`src/rtl/pwm_duty_ramp.sv`:
```
// Avalon-MM slave that ramps, or breathes, the 8-bit on-time word fed to a PWM generator.
// One LSB step per programmable tick period; ramp completion and each breathe cycle raise irq_pend.
module pwm_duty_ramp #(
    parameter int PRESCALE_W = 16
) (
    input  logic        clk,
    input  logic        reset,
    input  logic [1:0]  avs_address,
    input  logic        avs_write,
    input  logic [31:0] avs_writedata,
    input  logic        avs_read,
    output logic [31:0] avs_readdata,
    output logic [7:0]  pwm_ontime,
    output logic        ramp_busy,
    output logic        irq
);

    typedef enum logic [1:0] {IDLE, RAMP, BR_UP, BR_DOWN} state_t;

    state_t                state;
    logic [7:0]            target;
    logic [PRESCALE_W-1:0] step_period;
    logic [PRESCALE_W-1:0] cnt;
    logic                  enable;
    logic                  irq_en;
    logic                  mode;
    logic                  irq_pend;

    logic [PRESCALE_W-1:0] period_m1;
    logic                  tick;
    logic [7:0]            pwm_inc;
    logic [7:0]            pwm_dec;
    logic [7:0]            ramp_next;
    logic                  breathing;
    logic                  irq_set;
    logic                  irq_clr;
    logic [31:0]           read_mux;
    logic                  unused_wdata;

    // A step period of zero is treated as one cycle per step.
    assign period_m1 = (step_period == '0) ? '0 : step_period - 1'b1;
    assign tick      = (state != IDLE) && (cnt == period_m1);
    assign pwm_inc   = (pwm_ontime == 8'hff) ? pwm_ontime : pwm_ontime + 8'd1;
    assign pwm_dec   = (pwm_ontime == 8'h00) ? pwm_ontime : pwm_ontime - 8'd1;
    assign ramp_next = (pwm_ontime < target) ? pwm_inc :
                       (pwm_ontime > target) ? pwm_dec : pwm_ontime;
    assign breathing = (state == BR_UP) || (state == BR_DOWN);

    // Any bus write swallows a tick landing in the same cycle, so no set event can coincide with it.
    assign irq_set = !avs_write && tick &&
                     (((state == RAMP) && (ramp_next == target)) ||
                      ((state == BR_DOWN) && (pwm_dec == 8'h00)));
    assign irq_clr = avs_write && (avs_address == 2'd3) && avs_writedata[9];

    assign ramp_busy    = (state != IDLE);
    assign irq          = irq_pend & irq_en;
    assign unused_wdata = ^avs_writedata;

    always_comb begin
        read_mux = '0;
        case (avs_address)
            2'd0:    read_mux = {24'd0, target};
            2'd1:    read_mux = 32'(step_period);
            2'd2:    read_mux = {29'd0, mode, irq_en, enable};
            default: read_mux = {22'd0, irq_pend, ramp_busy, pwm_ontime};
        endcase
    end

    always_ff @(posedge clk) begin
        if (reset) begin
            state        <= IDLE;
            target       <= '0;
            step_period  <= PRESCALE_W'(1);
            cnt          <= '0;
            enable       <= 1'b0;
            irq_en       <= 1'b0;
            mode         <= 1'b0;
            irq_pend     <= 1'b0;
            pwm_ontime   <= '0;
            avs_readdata <= '0;
        end else begin
            if (avs_read) begin
                avs_readdata <= read_mux;
            end

            if (avs_write) begin
                cnt <= '0;
                case (avs_address)
                    2'd0: begin
                        target <= avs_writedata[7:0];
                        if ((state == RAMP) && (avs_writedata[7:0] == pwm_ontime)) begin
                            state <= IDLE;
                        end else if (breathing && (avs_writedata[7:0] == 8'h00)) begin
                            state <= IDLE;
                        end else if ((state == BR_UP) && (pwm_ontime > avs_writedata[7:0])) begin
                            state <= BR_DOWN;
                        end
                    end
                    2'd1: step_period <= avs_writedata[PRESCALE_W-1:0];
                    2'd2: begin
                        enable <= avs_writedata[0];
                        irq_en <= avs_writedata[1];
                        mode   <= avs_writedata[2];
                        if (avs_writedata[3]) begin
                            pwm_ontime <= target;
                        end
                        // Switching mode while running restarts from IDLE in the new mode.
                        if (avs_writedata[3] || !avs_writedata[0] ||
                            ((state == RAMP) && avs_writedata[2]) ||
                            (breathing && !avs_writedata[2])) begin
                            state <= IDLE;
                        end
                    end
                    default: ;
                endcase
            end else begin
                case (state)
                    IDLE: begin
                        cnt <= '0;
                        if (enable && !mode && (pwm_ontime != target)) begin
                            state <= RAMP;
                        end else if (enable && mode && (target != 8'h00)) begin
                            state <= BR_UP;
                        end
                    end
                    RAMP: begin
                        cnt <= tick ? '0 : cnt + 1'b1;
                        if (tick) begin
                            pwm_ontime <= ramp_next;
                            if (ramp_next == target) begin
                                state <= IDLE;
                            end
                        end
                    end
                    BR_UP: begin
                        cnt <= tick ? '0 : cnt + 1'b1;
                        if (tick) begin
                            // Already at or above the peak: turn around without moving.
                            if (pwm_ontime < target) begin
                                pwm_ontime <= pwm_inc;
                                if (pwm_inc == target) begin
                                    state <= BR_DOWN;
                                end
                            end else begin
                                state <= BR_DOWN;
                            end
                        end
                    end
                    default: begin
                        cnt <= tick ? '0 : cnt + 1'b1;
                        if (tick) begin
                            pwm_ontime <= pwm_dec;
                            if (pwm_dec == 8'h00) begin
                                state <= BR_UP;
                            end
                        end
                    end
                endcase
            end

            if (irq_set) begin
                irq_pend <= 1'b1;
            end else if (irq_clr) begin
                irq_pend <= 1'b0;
            end
        end
    end

endmodule

```
`config.mk`:
```
export PLATFORM = sky130hd
export DESIGN_NAME = pwm_duty_ramp
export DESIGN_NICKNAME = d
export VERILOG_FILES = /design/src/rtl/pwm_duty_ramp.sv
export SDC_FILE = /design/constraint.sdc
export NUM_CORES = 1
export LEC_CHECK = 0
export CORE_MARGIN = 2
export CORE_UTILIZATION = 56
export DETAILED_ROUTE_END_ITERATION = 12
export PLACE_DENSITY = 0.82
export SYNTH_ARGS = -nofsm -noshare
export SYNTH_HDL_FRONTEND = slang
export SYNTH_SLANG_ARGS = --single-unit
```
`constraint.sdc`:
```
create_clock -name clk -period 4 [get_ports clk]
set_clock_uncertainty 0.2 [all_clocks]
set_input_delay 0.4 -clock clk [delete_from_list [all_inputs] [get_ports clk]]
set_output_delay 0.4 -clock clk [all_outputs]
set_load 0.05 [all_outputs]
```
==> results.cfg <==
[status]
status = finished, final reports clean

[worst_hold_path]
hold_path_end = avs_readdata[13]$_SDFFE_PP0P_
worstHoldPathType = flip-flop to flip-flop
worstHoldStart = avs_readdata[13]$_SDFFE_PP0P_
worstHoldPathCells = 2

[global_routing]
grt_max_degree = 55
use_met2_pct = 48.59
grt_util_met3_pct = 4.762
grt_pass1_wl_um = 27340
antenna_found_initial = 0
grt_usage_pct = 30.99
first_global_vias = 5404
top_usage_layer = met2
grt-ovfl-total = 0
grt_use_met1_pct = 42.74

[route]
drc = 0
wl_per_cell_um = 18.70
vias = 5824
drtPass1Iterations = 6
vias_per_cell = 6.386
antenna_left = 0
drt-total-wl_um = 17060
drtIter0Drc = 552

[clocking]
cts_root_buffer = clkbuf_8
cts.reportedPaths.clkPinSlew_ns = 0.09
cts_tree = yes
cts_buffers = 9
cts_sinks = 70
htreeDepth = 3
cts_buffer_depth = 2
clock_latency_ns = 0.37

[yosys]
synth_edf_count = 0
yosysSeqAreaShare_pct = 24.91
synth_ff_type = dfxtp_1
synth_area_per_cell_um2 = 7.717
synthArstFlopShare_pct = 0
yosysUniqueCellTypes = 80
ys_ff_latch = 70
netlist_instances = 729
synthesis.area_um2 = 5625
ys_warn_count = 0

[run]
drv_cap = 0

[critical_path]
cp.arrival_ns = 3.88
critical-path-max-stage-delay_ns = 0.39
ff2ff_setup_slack_ns = 0.19
crit_family = compound AO/OA/AOI/OAI gates
critPathSlowestCell = dfxtp_1
path_max_fanout = 7
path_cells = inv_1, ha_2, nor3b_4, and4_2, a21oi_1, o32a_1, a2111oi_2, o2111ai_1, a2111oi_4, buf_4, buf_4, nand4b_2, a21bo_1, a211oi_1
r2r_end = state[0]$_SDFFE_PP0P_
cp-end-kind = flip-flop
cp-start-kind = flip-flop
crit_buf_inv = 3
worstPathRequired_ns = 4.07
r2r_cells = 14
worstSetupPathType = flip-flop to flip-flop
cpMostUsedCell = buf_4
regToRegStartpoint = step_period[0]$_SDFFE_PP1P_

[placed_design]
portBuffers = 47
placed_cells = 895
globalplace.congestion = 1.013
dpl.hpwl_um = 12620

[die]
die_h_um = 104.2
rows = 36
start_util_pct = 57.55
pin_count = 80
dieArea_um2 = 10860
die-width_um = 104.2
coreArea_um2 = 9774

[power_and_ir_drop]
p_per_area_nw_per_um2 = 366.5
ir_worst_vdd_uv = 284.4
p_leak_uw = 0.002499

[cells_and_area]
area_growth_pct = 15.75
layout_commonest_cell = nor2_1
final_cell_mix = nor2_1, nand2_1, dfxtp_1, a21oi_1, clkdlybuf4s50_1
num-fill-cells = 819
n_antenna_cell = 0
drive_gt1_share_pct = 11.04
fin_nets = 837
final_cells = 912
final_util_pct = 66.62

[sta]
tightest_slew_ns = 1.009
fin_crit_sh_pct = 95.17
max_freq_mhz = 262.7
hold_viol = 0
finalCriticalPeriod_ns = 3.807
setup_viol = 0
relSlewSlack_pct = 32.74
drv_slew = 0
worst register-to-register path, cell delays in order (launching register included):
cell and delay [ns]:
dfxtp_1 0.39, inv_1 0.14, ha_2 0.25, nor3b_4 0.25
and4_2 0.30, a21oi_1 0.09, o32a_1 0.30, a2111oi_2 0.34
o2111ai_1 0.21, a2111oi_4 0.30, buf_4 0.21, buf_4 0.14
nand4b_2 0.13, a21bo_1 0.24, a211oi_1 0.25
registers in the layout (all words and copies together), names as in the netlist:
signal        flops
enable            1
mode              1
cnt              16
avs_readdata     16
state             2
irq_pend          1
step_period      16
pwm_ontime        8
target            8
irq_en            1
cell type report:
class                   instances  area, um2  area share, %
multi-input cells             577       3857          59.24
repair buffers                 83      735.7          11.30
clock inverters                 7      102.6          1.576
clock buffers                   9      123.9          1.902
inverters                      33      123.9          1.902
flip-flops and latches         70       1401          21.52
well taps                     133      166.4          2.556
cells by family after synthesis:
group	after synthesis	synth area share, %
compound gates	163	20.53
other cells	1	0.06666
mux	39	7.896
flops	70	24.91
xor+xnor	45	7.251
simple gates	289	25.84
fa+ha+maj	25	5.560
buf+inv	97	7.940
routing by layer:
metal,part of all wire [%],wire length (um)
met5,0,0
met4,3.0,518
met3,9.0,1539
met2,45,7697
met1,43,7299
how the worst max path moves through the flow:
stage,startpoint,end,slack (ns),depth (start not counted)
after floorplan,pwm_ontime[0]$_SDFFE_PP0P_,state[0]$_SDFFE_PP0P_,0.19,13
after global placement,step_period[0]$_SDFFE_PP1P_,pwm_ontime[0]$_SDFFE_PP0P_,0.22,12
after detailed placement,step_period[0]$_SDFFE_PP1P_,pwm_ontime[0]$_SDFFE_PP0P_,0.08,12
after CTS,step_period[0]$_SDFFE_PP1P_,pwm_ontime[0]$_SDFFE_PP0P_,0.06,12
after global routing,step_period[0]$_SDFFE_PP1P_,state[0]$_SDFFE_PP0P_,-0.02,14
final,step_period[0]$_SDFFE_PP1P_,state[0]$_SDFFE_PP0P_,0.19,14
synth_stat cells (all sizes together) (5+ instances only):
master  number  area share (%)
mux2         7             1.4
xor2        15             2.3
or3          5            0.64
nand3       21             1.9
buf         27             3.2
o21a         8             1.1
and2         6            0.67
a31oi        9             1.1
nor4        14             1.6
xnor2       29             4.5
nand2       71             4.7
mux2i       29             5.2
o31a         5            0.78
inv         33             2.2
nand2b      12             1.3
a211oi      19             2.7
nand4       14             1.6
nor3        17             1.7
nor2b        5            0.56
a311oi       5            0.78
or4          5            0.73
nor2        89             6.1
a22oi        7            0.93
a21oi       52             4.7
o21ai       15             1.4
dfxtp       70              25
clkbuf      37             2.5
and3         9             1.0
ha          25             5.6
or2          5            0.56
power breakdown:
| group | switching [uW] | total [uW] | internal (uW) |
|---|---|---|---|
| combinational | 600 | 963 | 364 |
| sequential | 28.4 | 748 | 720 |
| clock | 314 | 675 | 361 |
| total | 942 | 2390 | 1440 |
stage by stage:
step                instance area (um2)  hold slack, ns  total power, uW  worst slack (ns)  setup TNS (ns)
finish                             6511          0.2739             2386            0.1932               0
detailed placement                 6254          0.2615             1682           0.08146               0
floorplan                          5682          0.2369             1418            0.1928               0
global route                       6511          0.2932             2475          -0.02313        -0.02313
CTS                                6480          0.2767             2351           0.05889               0
global placement                   6254          0.2593             1664            0.2206               0
what timing repair did:
action | 4_1_cts | 5_1_grt
resized for setup | 0 | 5
hold buffers | 0 | 0
setup endpoints to repair | 0 | 10
setup buffers | 0 | 1
(Power assumes the default switching activity.)
